## src/rtl/meep_rst_sequencer_if.sv

```systemverilog
// Signal bundle between the MEEP shell host side and the reset/bring-up sequencer.
interface meep_rst_sequencer_if #(
    parameter int unsigned NUM_DOM   = 4,
    parameter int unsigned NUM_CALIB = 2,
    parameter int unsigned GPIO_W    = 5
);
    logic [GPIO_W-1:0]    pcie_gpio;
    logic [NUM_CALIB-1:0] calib_done;
    logic [NUM_DOM-1:0]   dom_rstn;
    logic                 seq_busy;
    logic                 seq_done;
    logic                 cal_timeout;
    logic [7:0]           soft_rst_cnt;

    modport master (
        output pcie_gpio,
        output calib_done,
        input  dom_rstn,
        input  seq_busy,
        input  seq_done,
        input  cal_timeout,
        input  soft_rst_cnt
    );

    modport slave (
        input  pcie_gpio,
        input  calib_done,
        output dom_rstn,
        output seq_busy,
        output seq_done,
        output cal_timeout,
        output soft_rst_cnt
    );
endinterface

```

## src/rtl/meep_rst_sequencer.sv

```systemverilog
// Reset/bring-up sequencer: holds domains in reset, waits for memory calibration, then
// releases the domain resets in a staggered order and supervises soft-reset/calibration loss.
module meep_rst_sequencer #(
    parameter int unsigned NUM_DOM      = 4,
    parameter int unsigned NUM_CALIB    = 2,
    parameter int unsigned GPIO_W       = 5,
    parameter int unsigned RST_GPIO_BIT = 0,
    parameter int unsigned BYP_GPIO_BIT = 1,
    parameter int unsigned MIN_ASSERT   = 32,
    parameter int unsigned STAGE_DLY    = 16,
    parameter int unsigned CAL_TIMEOUT  = 1048576
) (
    input  logic                 chipset_clk,
    input  logic                 chipset_rst,
    meep_rst_sequencer_if.slave  bus
);

    localparam int unsigned MaxDly0 = (MIN_ASSERT > STAGE_DLY) ? MIN_ASSERT : STAGE_DLY;
    localparam int unsigned MaxDly  = (CAL_TIMEOUT > MaxDly0) ? CAL_TIMEOUT : MaxDly0;
    localparam int unsigned CntW    = (MaxDly > 1) ? $clog2(MaxDly) : 1;
    localparam int unsigned IdxW    = (NUM_DOM > 1) ? $clog2(NUM_DOM) : 1;

    localparam logic [CntW-1:0] HoldLast  = CntW'(MIN_ASSERT - 1);
    localparam logic [CntW-1:0] StageLast = CntW'(STAGE_DLY - 1);
    localparam logic [CntW-1:0] CalLast   = CntW'(CAL_TIMEOUT - 1);
    localparam logic [IdxW-1:0] LastIdx   = IdxW'(NUM_DOM - 1);

    typedef enum logic [2:0] {
        StHold,
        StWaitCal,
        StRelease,
        StRun,
        StFail
    } state_e;

    // Input synchronisers
    logic [GPIO_W-1:0]    gpio_meta, gpio_s;
    logic [NUM_CALIB-1:0] calib_meta, calib_s;
    logic                 rst_bit_q;

    always_ff @(posedge chipset_clk) begin
        if (chipset_rst) begin
            gpio_meta  <= '0;
            gpio_s     <= '0;
            calib_meta <= '0;
            calib_s    <= '0;
            rst_bit_q  <= 1'b0;
        end else begin
            gpio_meta  <= bus.pcie_gpio;
            gpio_s     <= gpio_meta;
            calib_meta <= bus.calib_done;
            calib_s    <= calib_meta;
            rst_bit_q  <= gpio_s[RST_GPIO_BIT];
        end
    end

    logic cal_ok;
    logic soft_req;
    logic unused_gpio_bits;

    assign cal_ok           = (&calib_s) | gpio_s[BYP_GPIO_BIT];
    assign soft_req         = gpio_s[RST_GPIO_BIT] & ~rst_bit_q;
    assign unused_gpio_bits = ^gpio_s;

    // Sequencer state
    state_e              state_q, state_d;
    logic [CntW-1:0]     cnt_q, cnt_d;
    logic [IdxW-1:0]     idx_q, idx_d;
    logic [NUM_DOM-1:0]  dom_rstn_q, dom_rstn_d;
    logic                seq_busy_q, seq_busy_d;
    logic                seq_done_q, seq_done_d;
    logic                cal_timeout_q, cal_timeout_d;
    logic [7:0]          soft_cnt_q, soft_cnt_d;
    logic                bump;

    always_comb begin
        state_d       = state_q;
        cnt_d         = '0;
        idx_d         = idx_q;
        dom_rstn_d    = dom_rstn_q;
        cal_timeout_d = cal_timeout_q;
        bump          = 1'b0;

        unique case (state_q)
            StHold: begin
                dom_rstn_d = '0;
                idx_d      = '0;
                // Minimum-assert window only advances while the host keeps soft reset low
                if (!gpio_s[RST_GPIO_BIT]) begin
                    if (cnt_q == HoldLast) begin
                        state_d = StWaitCal;
                    end else begin
                        cnt_d = cnt_q + 1'b1;
                    end
                end
            end
            StWaitCal: begin
                if (cal_ok) begin
                    state_d = StRelease;
                    idx_d   = '0;
                end else if (cnt_q == CalLast) begin
                    state_d       = StFail;
                    cal_timeout_d = 1'b1;
                end else begin
                    cnt_d = cnt_q + 1'b1;
                end
            end
            StRelease: begin
                if (!cal_ok) begin
                    state_d    = StHold;
                    dom_rstn_d = '0;
                end else if (cnt_q == StageLast) begin
                    dom_rstn_d = dom_rstn_q | (NUM_DOM'(1) << idx_q);
                    idx_d      = idx_q + 1'b1;
                    if (idx_q == LastIdx) begin
                        state_d = StRun;
                    end
                end else begin
                    cnt_d = cnt_q + 1'b1;
                end
            end
            StRun: begin
                dom_rstn_d = '1;
                if (!cal_ok) begin
                    state_d    = StHold;
                    dom_rstn_d = '0;
                    bump       = 1'b1;
                end
            end
            StFail: begin
                dom_rstn_d = '0;
            end
            default: begin
                state_d    = StHold;
                dom_rstn_d = '0;
            end
        endcase

        // Host soft reset overrides whatever the state logic decided this cycle
        if (soft_req) begin
            state_d    = StHold;
            cnt_d      = '0;
            idx_d      = '0;
            dom_rstn_d = '0;
            bump       = 1'b1;
        end
    end

    always_comb begin
        soft_cnt_d = soft_cnt_q;
        if (bump && (soft_cnt_q != 8'hFF)) begin
            soft_cnt_d = soft_cnt_q + 8'd1;
        end
        seq_busy_d = (state_d == StHold) || (state_d == StWaitCal) || (state_d == StRelease);
        seq_done_d = (state_d == StRun);
    end

    always_ff @(posedge chipset_clk) begin
        if (chipset_rst) begin
            state_q       <= StHold;
            cnt_q         <= '0;
            idx_q         <= '0;
            dom_rstn_q    <= '0;
            seq_busy_q    <= 1'b1;
            seq_done_q    <= 1'b0;
            cal_timeout_q <= 1'b0;
            soft_cnt_q    <= '0;
        end else begin
            state_q       <= state_d;
            cnt_q         <= cnt_d;
            idx_q         <= idx_d;
            dom_rstn_q    <= dom_rstn_d;
            seq_busy_q    <= seq_busy_d;
            seq_done_q    <= seq_done_d;
            cal_timeout_q <= cal_timeout_d;
            soft_cnt_q    <= soft_cnt_d;
        end
    end

    assign bus.dom_rstn     = dom_rstn_q;
    assign bus.seq_busy     = seq_busy_q;
    assign bus.seq_done     = seq_done_q;
    assign bus.cal_timeout  = cal_timeout_q;
    assign bus.soft_rst_cnt = soft_cnt_q;

endmodule

```

## src/flat_wrapper.sv

```systemverilog
// flat-port wrapper written by rule: the top's interface ports become plain ports
module meep_rst_sequencer_flat 
#(
    parameter int unsigned NUM_DOM      = 4,
    parameter int unsigned NUM_CALIB    = 2,
    parameter int unsigned GPIO_W       = 5,
    parameter int unsigned RST_GPIO_BIT = 0,
    parameter int unsigned BYP_GPIO_BIT = 1,
    parameter int unsigned MIN_ASSERT   = 32,
    parameter int unsigned STAGE_DLY    = 16,
    parameter int unsigned CAL_TIMEOUT  = 1048576
)
  (chipset_clk, chipset_rst, bus_pcie_gpio, bus_calib_done, bus_dom_rstn, bus_seq_busy, bus_seq_done, bus_cal_timeout, bus_soft_rst_cnt);
  meep_rst_sequencer_if #(.NUM_DOM(NUM_DOM), .NUM_CALIB(NUM_CALIB), .GPIO_W(GPIO_W)) bus_i ();
  input  logic chipset_clk;
  input  logic chipset_rst;
  input wire logic [$bits(bus_i.pcie_gpio)-1:0] bus_pcie_gpio;
  input wire logic [$bits(bus_i.calib_done)-1:0] bus_calib_done;
  output wire logic [$bits(bus_i.dom_rstn)-1:0] bus_dom_rstn;
  output wire logic [$bits(bus_i.seq_busy)-1:0] bus_seq_busy;
  output wire logic [$bits(bus_i.seq_done)-1:0] bus_seq_done;
  output wire logic [$bits(bus_i.cal_timeout)-1:0] bus_cal_timeout;
  output wire logic [$bits(bus_i.soft_rst_cnt)-1:0] bus_soft_rst_cnt;
  assign bus_i.pcie_gpio = bus_pcie_gpio;
  assign bus_i.calib_done = bus_calib_done;
  assign bus_dom_rstn = bus_i.dom_rstn;
  assign bus_seq_busy = bus_i.seq_busy;
  assign bus_seq_done = bus_i.seq_done;
  assign bus_cal_timeout = bus_i.cal_timeout;
  assign bus_soft_rst_cnt = bus_i.soft_rst_cnt;
  meep_rst_sequencer #(.NUM_DOM(NUM_DOM), .NUM_CALIB(NUM_CALIB), .GPIO_W(GPIO_W), .RST_GPIO_BIT(RST_GPIO_BIT), .BYP_GPIO_BIT(BYP_GPIO_BIT), .MIN_ASSERT(MIN_ASSERT), .STAGE_DLY(STAGE_DLY), .CAL_TIMEOUT(CAL_TIMEOUT)) u_core (.chipset_clk(chipset_clk), .chipset_rst(chipset_rst), .bus(bus_i));
endmodule
```

## config.mk

```make
export PLATFORM = sky130hd
export DESIGN_NAME = meep_rst_sequencer_flat
export DESIGN_NICKNAME = d
export VERILOG_FILES = /design/src/rtl/meep_rst_sequencer_if.sv /design/src/rtl/meep_rst_sequencer.sv /design/src/flat_wrapper.sv
export SDC_FILE = /design/constraint.sdc
export NUM_CORES = 1
export LEC_CHECK = 0
export CAP_MARGIN = 20
export CORE_ASPECT_RATIO = 0.6
export CORE_MARGIN = 1
export CORE_UTILIZATION = 25
export DETAILED_ROUTE_END_ITERATION = 12
export GPL_TIMING_DRIVEN = 1
export HOLD_SLACK_MARGIN = 0.06
export PLACE_DENSITY = 0.49
export SLEW_MARGIN = 20
export SYNTH_ARGS = -nofsm -noshare
export SYNTH_HDL_FRONTEND = slang
export SYNTH_SLANG_ARGS = --single-unit
```

## constraint.sdc

```tcl
create_clock -name chipset_clk -period 3.1 [get_ports chipset_clk]
set_input_delay 0.62 -clock chipset_clk [delete_from_list [all_inputs] [get_ports chipset_clk]]
set_output_delay 0.62 -clock chipset_clk [all_outputs]
set_load 0.03 [all_outputs]
```

[Word level (Yosys, flattened, before mapping)]
Index checks and enable logic that the tools add are counted.
Word-level totals
  flip-flop bits (word level): 49
  latch bits: 0
  RAM bits: 0
  bits in read-only memories: 0
  input port bits: 9
  logic and storage cells: 78
  memories: 0
Cells by class
  add/subtract/negate cells: 3
  multiply operators: 0
  divide/modulo/power cells: 0
  $lt $le $gt $ge: 0
  equality and inequality tests: 16
  shift operators: 1
  mux-type cells: 28
  bitwise logic cells: 6
  reductions and logical operators: 11
Operators by type and width (count)
  $mux 20: 6
  $pmux 20 s3: 1
  $mux 3: 9
  $add 20x1->20 const B: 1
  $eq 20x20->1 const B: 1
  $eq 20x4->1 const B: 1
  $eq 20x5->1 const B: 1
  $pmux 3 s5: 1
  $eq 3x2->1 const B: 4
  $mux 4: 3
  $pmux 4 s3: 1
  $add 8x1->8 const B: 1
  $ne 8x8->1 const B: 1
  $eq 3x1->1 const B: 2
  $logic_not 3->1: 2
  $mux 2: 3
  $ne 2x1->1 const B: 3
  $pmux 2 s3: 1
  $or 4x4->4: 1
  $reduce_and 2->1: 2
  $reduce_and 4->1: 1
  $shl 1x2->4 const A: 1
  $eq 3x3->1 const B: 1
  $mux 1: 3
  other kinds (11): 14

[Longest topological paths before layout]
Gate-level depths: netlist (run 1).
  depth in word-level cells: 9
  mapped depth: 7
  mapped depth without buffers: 6

[Worst setup path before layout (run 1)]
No wires, ideal clock.
  path kind: input-to-reg
  start: input port chipset_rst
  end: register u_core.cnt_q[12]
  arrival: 1.921 ns
  data required time: 3.036 ns
  path slack: 1.115 ns
  cell stages on the path: 7
  path buffers: 3
  cell sequence: clkbuf_1 -> or2_2 -> buf_6 -> a211oi_2 -> o31ai_4 -> buf_6 -> nor2_1
Between the ends
  cells in the longest elaborated chain, start to end: 1
Ends and longest elaborated chain
  from (decl): line flat_wrapper.sv:16  | input logic chipset_rst;
  $reduce_or 2->1 (no source line)
  to (signal assigned): line meep_rst_sequencer.sv:170  | cnt_q <= cnt_d;
  to (decl): line meep_rst_sequencer.sv:67  | logic [CntW-1:0] cnt_q, cnt_d;
Every way passes these cells.
A chain may end at the register's enable or synchronous reset.

[Final worst setup path (run 1)]
  start: register u_core.cnt_q[0]
  end: register u_core.cnt_q[7]
Between the ends
  cells in the longest elaborated chain, start to end: 4
  elaborated cells on any way between the ends: 11
Ends and longest elaborated chain
  $add 20x1->20, or another cell as far along: line meep_rst_sequencer.sv:93, meep_rst_sequencer.sv:105, meep_rst_sequencer.sv:119
  $mux 20 (on tied branches): line meep_rst_sequencer.sv:112, meep_rst_sequencer.sv:90, meep_rst_sequencer.sv:101
  $mux 20 (on tied branches): line meep_rst_sequencer.sv:109, meep_rst_sequencer.sv:89, meep_rst_sequencer.sv:98
  $pmux 20 s3 *: line meep_rst_sequencer.sv:84  | unique case (state_q)
Every way passes the cells marked *; elsewhere a longest branch is shown, timed or not.

==> impl_results.html, run 1 <==
<table>
<tr><th>Metric</th><th>Value</th></tr>
<tr><th colspan="2">Status</th></tr>
<tr><td>Status</td><td>completed</td></tr>
<tr><th colspan="2">Clock network</th></tr>
<tr><td>Clock buffer depth</td><td>2</td></tr>
<tr><td>Number of setup buffers added after CTS</td><td>0</td></tr>
<tr><td>Reg clk slew, reported paths</td><td>about 0.06 ns</td></tr>
<tr><td>Number of sinks driven by the clock tree</td><td>49</td></tr>
<tr><td>Clock insertion delay at the later pin of the skew report</td><td>0.29 ns</td></tr>
<tr><td>Clock H-tree levels</td><td>2</td></tr>
<tr><td>Cell chosen for the clock root</td><td>sky130_fd_sc_hd__clkbuf_16</td></tr>
<tr><td>Num CTS Buffers</td><td>5</td></tr>
<tr><td>TritonCTS clock tree</td><td>yes</td></tr>
<tr><td>Number of buffers inserted for hold repair after clock tree synthesis</td><td>0</td></tr>
<tr><td>Post-cts gate resize count</td><td>0</td></tr>
<tr><th colspan="2">Logic synthesis</th></tr>
<tr><td>Post-synthesis cell area</td><td>roughly 2200 um2</td></tr>
<tr><td>Share of synthesized area spent on multiplexers</td><td>0.913%</td></tr>
<tr><td>Top cell type's share of synthesized area</td><td>~45%</td></tr>
<tr><td>Number of distinct library cells after synthesis</td><td>42</td></tr>
<tr><td>Synth Area in XOR/XNOR</td><td>roughly a tenth</td></tr>
<tr><td>Synth async-reset ratio</td><td>0%</td></tr>
<tr><td>Main combinational cell family by area after synthesis</td><td>simple AND/OR/NAND/NOR gates</td></tr>
<tr><td>Basic-gate share of the synthesized area counting and, or, nand and nor cells</td><td>28.5%</td></tr>
<tr><td>Post-synthesis instance total</td><td>237</td></tr>
<tr><td>Ys Warns</td><td>0</td></tr>
<tr><td>Largest cells by area after synthesis</td><td>sky130_fd_sc_hd__dfxtp_1 (45%), sky130_fd_sc_hd__nor2_1 (7.0%), sky130_fd_sc_hd__xnor2_1 (4.8%), sky130_fd_sc_hd__xor2_1 (4.8%), sky130_fd_sc_hd__ha_1 (3.4%)</td></tr>
<tr><td>Synth Area in Adders</td><td>3.42%</td></tr>
<tr><td>Flip-flop cell with the highest count after synthesis</td><td>sky130_fd_sc_hd__dfxtp_1</td></tr>
<tr><td>Synth area leader</td><td>sky130_fd_sc_hd__dfxtp_1</td></tr>
<tr><td>Number of synthesized register bits</td><td>between 40 and 50</td></tr>
<tr><td>Register area share after synthesis</td><td>44.7%</td></tr>
<tr><td>Compound-cell area share of the yosys netlist</td><td>9.07%</td></tr>
<tr><td>Count of flip-flops with a built-in enable after synthesis</td><td>0</td></tr>
<tr><td>Mean area per synthesized cell</td><td>9.25 um2</td></tr>
<tr><td>Mapped Nets</td><td>252</td></tr>
<tr><th colspan="2">Timing</th></tr>
<tr><td>Relative slew margins</td><td>44.9%</td></tr>
<tr><td>Period minus WS final</td><td>approximately 2.2 ns</td></tr>
<tr><td>Setup slack after layout</td><td>0.939 ns</td></tr>
<tr><td>RSZ-0062 raised after global routing</td><td>false</td></tr>
<tr><td>Final-layout setup total negative slack</td><td>0 ns</td></tr>
<tr><td>Period utilization</td><td>69.7%</td></tr>
<tr><td>Setup Skew</td><td>0.00530 ns</td></tr>
<tr><td>Final number of max-transition violations</td><td>0</td></tr>
<tr><td>Fmax achieved</td><td>0.463 GHz</td></tr>
<tr><td>Final setup fails</td><td>0</td></tr>
<tr><td>Tightest Pin Transition</td><td>0.819 ns</td></tr>
<tr><td>Final Hold Fails</td><td>0</td></tr>
<tr><th colspan="2">Floorplanning</th></tr>
<tr><td>Core footprint</td><td>8520 um2</td></tr>
<tr><td>Chip width</td><td>123 um</td></tr>
<tr><td>Top-level port count</td><td>24</td></tr>
<tr><td>Vertical die dimension</td><td>74.6 um</td></tr>
<tr><td>Total die area</td><td>9160 um2</td></tr>
<tr><td>Number of cell rows</td><td>26</td></tr>
<tr><td>Initial standard-cell utilization of the core</td><td>25.7%</td></tr>
<tr><th colspan="2">Drt</th></tr>
<tr><td>Antenna-violating nets left</td><td>0</td></tr>
<tr><td>DRC errors left</td><td>0</td></tr>
<tr><td>Initial DRC Count</td><td>~120</td></tr>
<tr><td>Via count</td><td>1,680</td></tr>
<tr><td>Total Wirelength</td><td>4570 um</td></tr>
<tr><td>1st-pass router iterations</td><td>4</td></tr>
<tr><td>Wirelength per Cell</td><td>12.3 um</td></tr>
<tr><td>Vias/cell</td><td>4.52</td></tr>
<tr><th colspan="2">GRT</th></tr>
<tr><td>Total GRT Usage</td><td>11.3%</td></tr>
<tr><td>Pin count of the biggest net entering global routing</td><td>20</td></tr>
<tr><td>Global-route wire length before repair</td><td>7770 um</td></tr>
<tr><td>Antenna violations before repair</td><td>0</td></tr>
<tr><td>Via count of the first global-routing pass</td><td>around 1,600</td></tr>
<tr><td>Grt total ovfl</td><td>0</td></tr>
<tr><th colspan="2">Worst setup path</th></tr>
<tr><td>CP required</td><td>around 3.3 ns</td></tr>
<tr><td>CP max stage cell</td><td>sky130_fd_sc_hd__nor3_4</td></tr>
<tr><td>Reg-to-reg setup timing slack</td><td>between 0.9 and 1 ns</td></tr>
<tr><td>Cell-by-cell trace of the critical path</td><td>ha_1, nand4_2, nor3_4, a31oi_1, o31ai_4, buf_4, nor2_1</td></tr>
<tr><td>Crit path launch type</td><td>register</td></tr>
<tr><td>Arrival time at the worst endpoint</td><td>between 2 and 2.5 ns</td></tr>
<tr><td>Critical path's largest stage delay</td><td>0.42 ns</td></tr>
<tr><td>Worst setup path class</td><td>reg2reg</td></tr>
<tr><td>Critical Path Fanout Max</td><td>19</td></tr>
<tr><td>Critical path capture point type</td><td>register</td></tr>
<tr><th colspan="2">Cells and area</th></tr>
<tr><td>Most used cells in the layout excluding fill and tap cells</td><td>sky130_fd_sc_hd__dfxtp_1 (49), sky130_fd_sc_hd__nor2_1 (41), sky130_fd_sc_hd__clkdlybuf4s50_1 (20)</td></tr>
<tr><td>Area occupied by multi-input gates</td><td>1130 um2</td></tr>
<tr><td>Number of diodes added for antenna fixing</td><td>0</td></tr>
<tr><td>Layout area overhead</td><td>21.6%</td></tr>
<tr><td>Final core area utilization</td><td>between 30% and 40%</td></tr>
<tr><td>Storage element area</td><td>981 um2</td></tr>
<tr><td>Share of cells above drive strength 1</td><td>9.23%</td></tr>
<tr><td>Nets@finish</td><td>274</td></tr>
<tr><td>Commonest non-fill, non-tap cell in the layout</td><td>sky130_fd_sc_hd__dfxtp_1</td></tr>
<tr><td>Fill cell instance count of the final layout</td><td>888</td></tr>
<tr><th colspan="2">Placed design</th></tr>
<tr><td>Placer congestion estimate</td><td>0.768</td></tr>
<tr><td>Number of buffers inserted by port buffering</td><td>20</td></tr>
<tr><td>Worst setup slack before clock tree synthesis</td><td>0.779 ns</td></tr>
<tr><td>Half-perimeter wire length of the detailed placement result</td><td>3300 um</td></tr>
<tr><th colspan="2">Power</th></tr>
<tr><td>Proportion of power drawn by combinational gates</td><td>3.5%</td></tr>
<tr><td>Flop pwr share</td><td>49.4%</td></tr>
<tr><td>Net Switching</td><td>0.263 mW</td></tr>
<tr><td>Internal Power</td><td>between 1 and 1.5 mW</td></tr>
<tr><td>Maximum resistive drop on vdd</td><td>0.000191 V</td></tr>
<tr><td>Net switching share of the total power</td><td>20.2%</td></tr>
<tr><td>Leakage power</td><td>0.945 nW</td></tr>
<tr><td>Clock power share</td><td>47.1%</td></tr>
<tr><td>Ratio of total power to cell area</td><td>489 nW/um2</td></tr>
<tr><th colspan="2">Hold path</th></tr>
<tr><td>HP Class</td><td>reg2reg</td></tr>
<tr><th colspan="2">Flow run</th></tr>
<tr><td>Max-capacitance violation count</td><td>0</td></tr>
</table>
## stage by stage
stage	total power [mW]	instances	hold slack, ns	instance area (um2)
final	1.30	372	0.437	2670
after global routing	1.37	372	0.465	2670
after CTS	1.33	372	0.445	2670
after detailed placement	0.705	364	0.429	2500
after global placement	0.705	364	0.429	2500
after floorplan	0.690	237	0.414	2190
## flip-flops by register name (all words and copies together) (netlist names)
name                     cells
u_core.gpio_meta             2
u_core.calib_s               2
u_core.rst_bit_q             1
u_core.calib_meta            2
u_core.bus.seq_done          1
u_core.state_q               3
u_core.bus.seq_busy          1
u_core.gpio_s                2
u_core.bus.cal_timeout       1
u_core.idx_q                 2
u_core.bus.dom_rstn          4
u_core.cnt_q                20
u_core.bus.soft_rst_cnt      8
## routing by layer
metal	track usage, %	vias to the layer above	routed length [um]
met3	3.68	6	238
met5	0	-	0
met4	4.47	0	70
met2	14.4	38	1560
met1	17.1	769	2700
li1	-	867	-
## synthesized netlist by cell type, types with 2 or more instances
| library cell | count |
|---|---|
| sky130_fd_sc_hd__or2_2 | 3 |
| sky130_fd_sc_hd__a211oi_1 | 2 |
| sky130_fd_sc_hd__a221oi_1 | 5 |
| sky130_fd_sc_hd__nor4_1 | 5 |
| sky130_fd_sc_hd__a41oi_1 | 2 |
| sky130_fd_sc_hd__nor2_1 | 41 |
| sky130_fd_sc_hd__dfxtp_1 | 49 |
| sky130_fd_sc_hd__a21oi_1 | 4 |
| sky130_fd_sc_hd__clkbuf_1 | 3 |
| sky130_fd_sc_hd__xnor2_1 | 12 |
| sky130_fd_sc_hd__nor3_1 | 7 |
| sky130_fd_sc_hd__mux2i_1 | 2 |
| sky130_fd_sc_hd__a31oi_1 | 2 |
| sky130_fd_sc_hd__nand3_1 | 14 |
| sky130_fd_sc_hd__buf_6 | 3 |
| sky130_fd_sc_hd__nor2b_1 | 12 |
| sky130_fd_sc_hd__nand4_1 | 4 |
| sky130_fd_sc_hd__inv_1 | 9 |
| sky130_fd_sc_hd__or3_1 | 2 |
| sky130_fd_sc_hd__nand2_1 | 11 |
| sky130_fd_sc_hd__ha_1 | 6 |
| sky130_fd_sc_hd__nand4_2 | 2 |
| sky130_fd_sc_hd__xor2_1 | 12 |
| sky130_fd_sc_hd__and3_1 | 5 |
| sky130_fd_sc_hd__and4_2 | 3 |
## critical path: cells and delay by family, from the launching register on
family          cells  cell delay (ns)
buf+inv             1             0.27
compound gates      2             0.42
simple gates        3             0.70
flops               1             0.37
fa+ha+maj           1             0.28
## path summary, 6_finish.rpt
path | startpoint | end | cells past startpoint
max | u_core.cnt_q[0] | u_core.cnt_q[7] | 7
min | u_core.calib_meta[0] | u_core.calib_s[0] | 1
max reg2reg | u_core.cnt_q[0] | u_core.cnt_q[7] | 7
min reg2reg | u_core.calib_meta[0] | u_core.calib_s[0] | 1
## power groups by stage
stage                     registers, mW  clock network, mW  logic [mW]
after global routing              0.645              0.669      0.0509
after global placement            0.659                  0      0.0460
after detailed placement          0.659                  0      0.0455
after floorplan                   0.659                  0      0.0304
after CTS                         0.644              0.639      0.0456
final                             0.645              0.614      0.0451
## cells by family after synthesis
| group | after synthesis |
|---|---|
| AO/OA/AOI/OAI | 23 |
| XOR/XNOR | 24 |
| adder cells (fa/ha/maj) | 6 |
| buffers and inverters | 16 |
| flip-flops | 49 |
| multiplexers | 2 |
| AND/OR/NAND/NOR | 117 |
## area by class of cell
type	count	share of cell area, %
multi-input combinational	172	42.3
sequential	49	36.8
timing repair buffer	22	8.07
tap	112	5.26
clock buffer	6	4.83
clock inverter	2	1.45
inverter	9	1.27
No activity file was read; power rests on OpenSTA's default activity.
==> run 2, diff against run 1 <==
==> constraint.sdc (replaced) <==
create_clock -name chipset_clk -period 2 [get_ports chipset_clk]
set_input_delay 0.4 -clock chipset_clk [delete_from_list [all_inputs] [get_ports chipset_clk]]
set_output_delay 0.4 -clock chipset_clk [all_outputs]
set_load 0.03 [all_outputs]
==> run 2 against run 1 <==
Compared with the run above:
- final area is 4.0% higher
- cell count grew 3.0%
- setup slack lost 0.77 ns
- critical path depth decreased by 6
- critical endpoint is now bus_soft_rst_cnt[5]
- count of clock-buffer cells in the layout down 1
- global-route usage is 0.092 points higher
- clock power up 53%
- critical path type is now reg2out
- clock skew hardly changed
- first-iteration DRC count decreased by 36%
- register-to-register slack got worse by 0.76 ns
==> impl_results.html, run 2 (synthesis results as in run 1) <==
<table>
<tr><th>Metric</th><th>Value</th></tr>
<tr><th colspan="2">GRT</th></tr>
<tr><td>Global-route wire length before repair</td><td>7810 um (was 7770 um)</td></tr>
<tr><td>Via count of the first global-routing pass</td><td>1,548 (was 1,569)</td></tr>
<tr><td>Grt total ovfl</td><td>0 (unchanged)</td></tr>
<tr><td>Total GRT Usage</td><td>11.4% (was 11.3%)</td></tr>
<tr><td>Antenna violations before repair</td><td>0 (unchanged)</td></tr>
<tr><td>Pin count of the biggest net entering global routing</td><td>20 (unchanged)</td></tr>
<tr><th colspan="2">Power</th></tr>
<tr><td>Ratio of total power to cell area</td><td>728 nW/um2 (was 489 nW/um2)</td></tr>
<tr><td>Maximum resistive drop on vdd</td><td>0.000275 V (was 0.000191 V)</td></tr>
<tr><td>Proportion of power drawn by combinational gates</td><td>4.1% (was 3.5%)</td></tr>
<tr><td>Clock power share</td><td>46.5% (was 47.1%)</td></tr>
<tr><td>Net Switching</td><td>0.409 mW (was 0.263 mW)</td></tr>
<tr><td>Net switching share of the total power</td><td>20.2% (about the same)</td></tr>
<tr><td>Total power after layout</td><td>2.02 mW (was 1.30 mW)</td></tr>
<tr><td>Leakage power</td><td>1.02 nW (was 0.945 nW)</td></tr>
<tr><td>Internal Power</td><td>1.61 mW (was 1.04 mW)</td></tr>
<tr><td>Flop pwr share</td><td>49.4% (about the same)</td></tr>
<tr><th colspan="2">Cells and area</th></tr>
<tr><td>Commonest non-fill, non-tap cell in the layout</td><td>sky130_fd_sc_hd__dfxtp_1 (unchanged)</td></tr>
<tr><td>Register with the most flip-flops</td><td>u_core.cnt_q (unchanged)</td></tr>
<tr><td>Nets@finish</td><td>286 (was 274)</td></tr>
<tr><td>Number of diodes added for antenna fixing</td><td>0 (unchanged)</td></tr>
<tr><td>Layout area overhead</td><td>26.5% (was 21.6%)</td></tr>
<tr><td>Largest register FFs</td><td>20 (unchanged)</td></tr>
<tr><td>Count of placed standard cells in the final layout, fillers left out</td><td>383 (was 372)</td></tr>
<tr><td>Most used cells in the layout excluding fill and tap cells</td><td>sky130_fd_sc_hd__dfxtp_1 (49), sky130_fd_sc_hd__nor2_1 (41), sky130_fd_sc_hd__clkdlybuf4s50_1 (20) (unchanged)</td></tr>
<tr><td>Share of cells above drive strength 1</td><td>14.0% (was 9.23%)</td></tr>
<tr><th colspan="2">Timing</th></tr>
<tr><td>Period utilization</td><td>91.5%</td></tr>
<tr><td>Period minus WS final</td><td>1.83 ns</td></tr>
<tr><td>Final worst hold slack</td><td>0.440 ns (was 0.437 ns)</td></tr>
<tr><td>Tightest Pin Transition</td><td>0.396 ns (was 0.819 ns)</td></tr>
<tr><td>Fmax achieved</td><td>0.546 GHz</td></tr>
<tr><td>Final setup fails</td><td>0 (unchanged)</td></tr>
<tr><td>RSZ-0062 raised after global routing</td><td>false (unchanged)</td></tr>
<tr><td>Final-layout setup total negative slack</td><td>0 ns (unchanged)</td></tr>
<tr><td>Setup Skew</td><td>0.00537 ns (was 0.00530 ns)</td></tr>
<tr><td>Final number of max-transition violations</td><td>0 (unchanged)</td></tr>
<tr><td>Final Hold Fails</td><td>0 (unchanged)</td></tr>
<tr><td>Relative slew margins</td><td>73.5% (was 44.9%)</td></tr>
<tr><td>Setup slack after layout</td><td>0.170 ns (was 0.939 ns)</td></tr>
<tr><th colspan="2">Worst setup path</th></tr>
<tr><td>Kind of cell adding the most delay to the critical path</td><td>buffers and inverters (was simple AND/OR/NAND/NOR gates)</td></tr>
<tr><td>Critical path's largest stage delay</td><td>0.72 ns (was 0.42 ns)</td></tr>
<tr><td>Count of buffer and inverter cells on the critical path</td><td>1 (unchanged)</td></tr>
<tr><td>Reg-to-reg setup timing slack</td><td>0.18 ns (was 0.94 ns)</td></tr>
<tr><td>Worst setup path class</td><td>reg2out (was reg2reg)</td></tr>
<tr><td>Crit path launch type</td><td>register (unchanged)</td></tr>
<tr><td>Arrival time at the worst endpoint</td><td>1.43 ns (was 2.34 ns)</td></tr>
<tr><td>CP max stage cell</td><td>sky130_fd_sc_hd__clkdlybuf4s50_1 (was sky130_fd_sc_hd__nor3_4)</td></tr>
<tr><td>Critical path capture point type</td><td>output port (was register)</td></tr>
<tr><td>CP required</td><td>1.60 ns (was 3.28 ns)</td></tr>
<tr><td>Worst setup startpoint</td><td>u_core.bus.soft_rst_cnt[5] (was u_core.cnt_q[0])</td></tr>
<tr><td>End of the worst register-to-register path</td><td>u_core.bus.seq_busy (was u_core.cnt_q[7])</td></tr>
<tr><td>Origin of the critical flop-to-flop path</td><td>u_core.cnt_q[1] (was u_core.cnt_q[0])</td></tr>
<tr><td>Reg2Reg Depth</td><td>6 (was 7)</td></tr>
<tr><td>Cell-by-cell trace of the critical path</td><td>clkdlybuf4s50_1 (was ha_1, nand4_2, nor3_4, a31oi_1, o31ai_4, buf_4, nor2_1)</td></tr>
<tr><td>Critical Path Fanout Max</td><td>5 (was 19)</td></tr>
<tr><th colspan="2">Floorplanning</th></tr>
<tr><td>Vertical die dimension</td><td>74.6 um (unchanged)</td></tr>
<tr><td>Chip width</td><td>123 um (unchanged)</td></tr>
<tr><td>Total die area</td><td>9160 um2 (unchanged)</td></tr>
<tr><td>Number of cell rows</td><td>26 (unchanged)</td></tr>
<tr><td>Top-level port count</td><td>24 (unchanged)</td></tr>
<tr><td>Core footprint</td><td>8520 um2 (unchanged)</td></tr>
<tr><td>Initial standard-cell utilization of the core</td><td>25.7% (unchanged)</td></tr>
<tr><th colspan="2">Clock network</th></tr>
<tr><td>Reg clk slew, reported paths</td><td>0.06 ns (about the same)</td></tr>
<tr><td>Clock insertion delay at the later pin of the skew report</td><td>0.29 ns (about the same)</td></tr>
<tr><td>Cell chosen for the clock root</td><td>sky130_fd_sc_hd__clkbuf_16 (unchanged)</td></tr>
<tr><td>Number of buffers inserted for hold repair after clock tree synthesis</td><td>0 (unchanged)</td></tr>
<tr><td>TritonCTS clock tree</td><td>yes (unchanged)</td></tr>
<tr><td>Clock H-tree levels</td><td>2 (unchanged)</td></tr>
<tr><td>Num CTS Buffers</td><td>5 (unchanged)</td></tr>
<tr><td>Number of sinks driven by the clock tree</td><td>49 (unchanged)</td></tr>
<tr><td>Clock buffer depth</td><td>2 (unchanged)</td></tr>
<tr><th colspan="2">Hold path</th></tr>
<tr><td>Hold path endpoint</td><td>u_core.gpio_s[0] (was u_core.calib_s[0])</td></tr>
<tr><td>Instance count along the most critical hold path</td><td>1 (unchanged)</td></tr>
<tr><td>Hold Path Origin</td><td>u_core.gpio_meta[0] (was u_core.calib_meta[0])</td></tr>
<tr><td>HP Class</td><td>reg2reg (unchanged)</td></tr>
<tr><th colspan="2">Drt</th></tr>
<tr><td>Antenna-violating nets left</td><td>0 (unchanged)</td></tr>
<tr><td>1st-pass router iterations</td><td>4 (unchanged)</td></tr>
<tr><td>DRC errors left</td><td>0 (unchanged)</td></tr>
<tr><td>Total Wirelength</td><td>4570 um (about the same)</td></tr>
<tr><td>Wirelength per Cell</td><td>11.9 um (was 12.3 um)</td></tr>
<tr><td>Initial DRC Count</td><td>74 (was 116)</td></tr>
<tr><td>Via count</td><td>1,693 (was 1,680)</td></tr>
<tr><td>Vias/cell</td><td>4.42 (was 4.52)</td></tr>
<tr><th colspan="2">Placed design</th></tr>
<tr><td>Worst setup slack before clock tree synthesis</td><td>0.0161 ns (was 0.779 ns)</td></tr>
<tr><td>Half-perimeter wire length of the detailed placement result</td><td>3370 um (was 3300 um)</td></tr>
<tr><td>Placed Cells incl. Taps</td><td>374 (was 364)</td></tr>
<tr><td>Number of buffers inserted by port buffering</td><td>20 (unchanged)</td></tr>
<tr><td>Placer congestion estimate</td><td>0.782 (was 0.768)</td></tr>
<tr><th colspan="2">Flow run</th></tr>
<tr><td>Max-capacitance violation count</td><td>0 (unchanged)</td></tr>
<tr><th colspan="2">Status</th></tr>
<tr><td>Status</td><td>completed (unchanged)</td></tr>
</table>
==> run 2: cell count changes in the layout (fill, tap and decap cells not counted) <==
cell	change
sky130_fd_sc_hd__buf_12	+1
sky130_fd_sc_hd__clkinv_4	-1
sky130_fd_sc_hd__nor4_2	+2
sky130_fd_sc_hd__buf_4	+11
sky130_fd_sc_hd__clkinv_2	+1
sky130_fd_sc_hd__nor4_1	-2
sky130_fd_sc_hd__clkbuf_1	-1
==> run 2: power groups by stage <==
stage	sequential [mW]	combinational [mW]	clock [mW]
floorplan	1.02	0.0472	0
global placement	1.02	0.0843	0
detailed placement	1.02	0.0835	0
CTS	0.998	0.0841	0.975
global route	0.999	0.0928	1.01
finish	0.998	0.0829	0.938
==> run 2: through the flow <==
| stage | area (um2) | util, % |
|---|---|---|
| after floorplan | 2190 | - |
| after global placement | 2590 | 30.3 |
| after detailed placement | 2590 | 30.3 |
| after CTS | 2750 | 32.2 |
| after global routing | 2770 | 32.5 |
| final | 2770 | 32.5 |
==> run 2: worst max path at each step <==
stage,slack [ns],endpoint,cells past startpoint
2_1_floorplan,0.09,u_core.cnt_q[11],7
3_3_place_gp,0.02,u_core.bus.dom_rstn[1],4
3_5_place_dp,0.02,u_core.cnt_q[3],6
4_1_cts,0.06,u_core.bus.seq_busy,6
5_1_grt,0.008,u_core.bus.dom_rstn[1],5
6_report,0.17,bus_soft_rst_cnt[5],1
==> run 2: area by class of cell <==
class	instances	area [um2]
inverter	9	33.8
timing repair buffer	34	318
sequential	49	981
clock buffer	5	125
tap	112	140
multi-input combinational	172	1140
fill	908	5750
clock inverter	2	35.0
==> run 2: routing by layer <==
metal  vias to the layer above  track usage, %  routed length [um]
met5                         -               0                   0
met4                         0            4.47                  74
met3                         8            4.06                 281
met2                        28            13.5                1510
met1                       764            17.7                2700
li1                        893               -                   -
==> run 2: timing repair <==
action / 4_1_cts / 5_1_grt
setup endpoints to repair: 0 / 25
buffers inserted: 0 / 2
resized for setup: 0 / 2
endpoints found under the hold margin: 0 / 0
==> run 3, diff against run 2 <==
--- a/config.mk
+++ b/config.mk
@@ -8,11 +8,11 @@
 export CAP_MARGIN = 20
 export CORE_ASPECT_RATIO = 0.6
 export CORE_MARGIN = 1
-export CORE_UTILIZATION = 25
+export CORE_UTILIZATION = 55
 export DETAILED_ROUTE_END_ITERATION = 12
 export GPL_TIMING_DRIVEN = 1
 export HOLD_SLACK_MARGIN = 0.06
-export PLACE_DENSITY = 0.49
+export PLACE_DENSITY = 0.85
 export SLEW_MARGIN = 20
 export SYNTH_ARGS = -nofsm -noshare
 export SYNTH_HDL_FRONTEND = slang
==> run 3 against run 2 <==
Compared with the run above:
- final area fell by 6.4%
- count of clock-buffer cells in the layout did not move
- largest cell class unchanged
- global-route usage rose by 9.8 points
- flip-flop and latch count did not move
- wire length fell by 8.9%
- cell count fell by 18%
- setup slack got worse by 0.079 ns
==> impl_results.html, run 3 (synthesis results as in run 1) <==
<table>
<tr><th>Metric</th><th>Value</th></tr>
<tr><th colspan="2">Timing</th></tr>
<tr><td>Final number of max-transition violations</td><td>0 (unchanged)</td></tr>
<tr><td>Final Hold Fails</td><td>0 (unchanged)</td></tr>
<tr><td>Tightest Pin Transition</td><td>0.660 ns (was 0.396 ns)</td></tr>
<tr><td>Relative slew margins</td><td>55.8% (was 73.5%)</td></tr>
<tr><td>RSZ-0062 raised after global routing</td><td>false (unchanged)</td></tr>
<tr><td>Period utilization</td><td>95.5% (was 91.5%)</td></tr>
<tr><td>Setup Skew</td><td>0.00699 ns (was 0.00537 ns)</td></tr>
<tr><td>Final setup fails</td><td>0 (unchanged)</td></tr>
<tr><td>Period minus WS final</td><td>1.91 ns (was 1.83 ns)</td></tr>
<tr><td>Setup slack after layout</td><td>0.0907 ns (was 0.170 ns)</td></tr>
<tr><td>Fmax achieved</td><td>0.524 GHz (was 0.546 GHz)</td></tr>
<tr><th colspan="2">Floorplanning</th></tr>
<tr><td>Number of cell rows</td><td>17 (was 26)</td></tr>
<tr><td>Top-level port count</td><td>24 (unchanged)</td></tr>
<tr><td>Core footprint</td><td>3740 um2 (was 8520 um2)</td></tr>
<tr><td>Chip width</td><td>83.5 um (was 123 um)</td></tr>
<tr><td>Total die area</td><td>4250 um2 (was 9160 um2)</td></tr>
<tr><td>Initial standard-cell utilization of the core</td><td>58.6% (was 25.7%)</td></tr>
<tr><td>Vertical die dimension</td><td>50.9 um (was 74.6 um)</td></tr>
<tr><th colspan="2">Worst setup path</th></tr>
<tr><td>Critical Path Fanout Max</td><td>5 (unchanged)</td></tr>
<tr><td>CP max stage cell</td><td>sky130_fd_sc_hd__dfxtp_1 (was sky130_fd_sc_hd__clkdlybuf4s50_1)</td></tr>
<tr><td>Cell-by-cell trace of the critical path</td><td>ha_1, and4b_1, nand2_1, or3_1, and3_1, a221oi_1 (was clkdlybuf4s50_1)</td></tr>
<tr><td>CP required</td><td>2.20 ns (was 1.60 ns)</td></tr>
<tr><td>Arrival time at the worst endpoint</td><td>2.11 ns (was 1.43 ns)</td></tr>
<tr><td>Critical path's largest stage delay</td><td>0.37 ns (was 0.72 ns)</td></tr>
<tr><td>Critical path capture point type</td><td>register (was output port)</td></tr>
<tr><td>End of the worst register-to-register path</td><td>u_core.state_q[0] (was u_core.bus.seq_busy)</td></tr>
<tr><td>Reg2Reg Depth</td><td>6 (unchanged)</td></tr>
<tr><td>Worst setup path class</td><td>reg2reg (was reg2out)</td></tr>
<tr><td>Crit path launch type</td><td>register (unchanged)</td></tr>
<tr><td>Origin of the critical flop-to-flop path</td><td>u_core.cnt_q[1] (unchanged)</td></tr>
<tr><td>Reg-to-reg setup timing slack</td><td>0.09 ns (was 0.18 ns)</td></tr>
<tr><th colspan="2">Cells and area</th></tr>
<tr><td>Largest register FFs</td><td>20 (unchanged)</td></tr>
<tr><td>Most used cells in the layout excluding fill and tap cells</td><td>sky130_fd_sc_hd__dfxtp_1 (49), sky130_fd_sc_hd__nor2_1 (41), sky130_fd_sc_hd__clkdlybuf4s50_1 (20) (unchanged)</td></tr>
<tr><td>Count of placed standard cells in the final layout, fillers left out</td><td>314 (was 383)</td></tr>
<tr><td>Nets@finish</td><td>281 (was 286)</td></tr>
<tr><td>Commonest non-fill, non-tap cell in the layout</td><td>sky130_fd_sc_hd__dfxtp_1 (unchanged)</td></tr>
<tr><td>Register with the most flip-flops</td><td>u_core.cnt_q (unchanged)</td></tr>
<tr><td>Number of diodes added for antenna fixing</td><td>0 (unchanged)</td></tr>
<tr><td>Fill cell instance count of the final layout</td><td>297 (was 908)</td></tr>
<tr><td>Layout area overhead</td><td>18.4% (was 26.5%)</td></tr>
<tr><td>Storage element area</td><td>981 um2 (unchanged)</td></tr>
<tr><td>Share of cells above drive strength 1</td><td>12.0% (was 14.0%)</td></tr>
<tr><td>Area occupied by multi-input gates</td><td>1130 um2 (was 1140 um2)</td></tr>
<tr><th colspan="2">Power</th></tr>
<tr><td>Internal Power</td><td>1.40 mW (was 1.61 mW)</td></tr>
<tr><td>Flop pwr share</td><td>55.7% (was 49.4%)</td></tr>
<tr><td>Clock power share</td><td>39.7% (was 46.5%)</td></tr>
<tr><td>Maximum resistive drop on vdd</td><td>0.000582 V (was 0.000275 V)</td></tr>
<tr><td>Ratio of total power to cell area</td><td>689 nW/um2 (was 728 nW/um2)</td></tr>
<tr><td>Net switching share of the total power</td><td>21.6% (was 20.2%)</td></tr>
<tr><td>Proportion of power drawn by combinational gates</td><td>4.5% (was 4.1%)</td></tr>
<tr><td>Leakage power</td><td>0.960 nW (was 1.02 nW)</td></tr>
<tr><td>Net Switching</td><td>0.388 mW (was 0.409 mW)</td></tr>
<tr><th colspan="2">Clock network</th></tr>
<tr><td>Number of buffers inserted for hold repair after clock tree synthesis</td><td>0 (unchanged)</td></tr>
<tr><td>Num CTS Buffers</td><td>5 (unchanged)</td></tr>
<tr><td>TritonCTS clock tree</td><td>yes (unchanged)</td></tr>
<tr><td>Cell chosen for the clock root</td><td>sky130_fd_sc_hd__clkbuf_8 (was sky130_fd_sc_hd__clkbuf_16)</td></tr>
<tr><td>Clock H-tree levels</td><td>2 (unchanged)</td></tr>
<tr><td>Clock insertion delay at the later pin of the skew report</td><td>0.30 ns (was 0.29 ns)</td></tr>
<tr><td>Clock buffer depth</td><td>2 (unchanged)</td></tr>
<tr><td>Number of sinks driven by the clock tree</td><td>49 (unchanged)</td></tr>
<tr><td>Reg clk slew, reported paths</td><td>0.09 ns (was 0.06 ns)</td></tr>
<tr><td>Number of setup buffers added after CTS</td><td>0 (unchanged)</td></tr>
<tr><th colspan="2">Drt</th></tr>
<tr><td>Vias/cell</td><td>5.46 (was 4.42)</td></tr>
<tr><td>Via count</td><td>1,714 (was 1,693)</td></tr>
<tr><td>Antenna-violating nets left</td><td>0 (unchanged)</td></tr>
<tr><td>DRC errors left</td><td>0 (unchanged)</td></tr>
<tr><td>Wirelength per Cell</td><td>13.3 um (was 11.9 um)</td></tr>
<tr><td>Total Wirelength</td><td>4160 um (was 4570 um)</td></tr>
<tr><td>Initial DRC Count</td><td>130 (was 74)</td></tr>
<tr><td>1st-pass router iterations</td><td>4 (unchanged)</td></tr>
<tr><th colspan="2">GRT</th></tr>
<tr><td>Grt total ovfl</td><td>0 (unchanged)</td></tr>
<tr><td>Global-route wire length before repair</td><td>6950 um (was 7810 um)</td></tr>
<tr><td>Antenna violations before repair</td><td>0 (unchanged)</td></tr>
<tr><td>Total GRT Usage</td><td>21.2% (was 11.4%)</td></tr>
<tr><td>Pin count of the biggest net entering global routing</td><td>20 (unchanged)</td></tr>
<tr><td>Via count of the first global-routing pass</td><td>1,493 (was 1,548)</td></tr>
<tr><th colspan="2">Placed design</th></tr>
<tr><td>Placed Cells incl. Taps</td><td>306 (was 374)</td></tr>
<tr><td>Half-perimeter wire length of the detailed placement result</td><td>3140 um (was 3370 um)</td></tr>
<tr><td>Placer congestion estimate</td><td>0.826 (was 0.782)</td></tr>
<tr><td>Worst setup slack before clock tree synthesis</td><td>-0.00608 ns (was 0.0161 ns)</td></tr>
<tr><td>Number of buffers inserted by port buffering</td><td>20 (unchanged)</td></tr>
<tr><th colspan="2">Flow run</th></tr>
<tr><td>Max-capacitance violation count</td><td>0 (unchanged)</td></tr>
<tr><th colspan="2">Hold path</th></tr>
<tr><td>HP Class</td><td>reg2reg (unchanged)</td></tr>
<tr><td>Hold Path Origin</td><td>u_core.calib_meta[1] (was u_core.gpio_meta[0])</td></tr>
<tr><td>Instance count along the most critical hold path</td><td>1 (unchanged)</td></tr>
<tr><td>Hold path endpoint</td><td>u_core.calib_s[1] (was u_core.gpio_s[0])</td></tr>
<tr><th colspan="2">Status</th></tr>
<tr><td>Status</td><td>completed (unchanged)</td></tr>
</table>
-- run 3: changes by cell type in the layout (fill, tap and decap cells not counted), sizes merged --
cell,before,now
buf,14,9
clkinvlp,0,1
-- run 3: final cells by class --
type | count | share of cell area [%]
Tap cell | 47 | 2.26
Sequential cell | 49 | 37.8
Clock inverter | 3 | 1.78
Clock buffer | 5 | 2.65
Multi-Input combinational cell | 172 | 43.4
Inverter | 9 | 1.30
Timing Repair Buffer | 29 | 10.8
-- run 3: how the worst max path moves through the flow --
stage / from / end / slack, ns / cells after the start
2_1_floorplan: u_core.cnt_q[0] / u_core.cnt_q[11] / 0.09 / 7
3_3_place_gp: chipset_rst / u_core.bus.dom_rstn[1] / 0.04 / 4
3_5_place_dp: chipset_rst / u_core.cnt_q[0] / -0.006 / 6
4_1_cts: u_core.cnt_q[1] / u_core.bus.seq_busy / 0.05 / 6
5_1_grt: u_core.cnt_q[1] / u_core.bus.seq_busy / 0.004 / 6
6_report: u_core.cnt_q[1] / u_core.state_q[0] / 0.09 / 6
-- run 3: per-layer routing --
| metal | part of all wire [%] | global-route usage, % | wire (um) |
|---|---|---|---|
| met5 | 0 | 0 | 0 |
| met3 | 7.5 | 5.65 | 310 |
| met2 | 39 | 29.5 | 1640 |
| met1 | 52 | 30.6 | 2150 |
| met4 | 1.5 | 9.60 | 64 |
-- run 3: what timing repair did --
item	in CTS	in global routing
resized for setup	0	0
endpoints found under the hold margin	0	0
endpoints found under the setup margin	0	14
-- run 3: power groups by stage --
stage          Sequential [mW]  Clock, mW  Combinational (mW)
6_report                 0.998      0.712              0.0812
2_1_floorplan             1.02          0              0.0472
3_5_place_dp              1.02          0              0.0819
4_1_cts                  0.998      0.721              0.0822
3_3_place_gp              1.02          0              0.0800
5_1_grt                   1.00      0.769              0.0888
-- run 3: per-stage QoR --
stage          hold slack, ns  area (um2)  utilization [%]  setup TNS, ns  power (mW)
6_report                0.444        2600             69.4              0        1.79
5_1_grt                 0.465        2600             69.4              0        1.86
4_1_cts                 0.448        2600             69.4              0        1.80
3_5_place_dp            0.422        2480             66.3       -0.00806        1.10
3_3_place_gp            0.417        2480             66.3              0        1.10
2_1_floorplan           0.414        2190                -              0        1.07
-- run 3: critical path: cells and delay by family, from the launching register on --
family | cells | cell delay, ns
AO/OA/AOI/OAI | 1 | 0.28
flip-flops | 1 | 0.37
AND/OR/NAND/NOR | 4 | 0.89
adder cells (fa/ha/maj) | 1 | 0.28
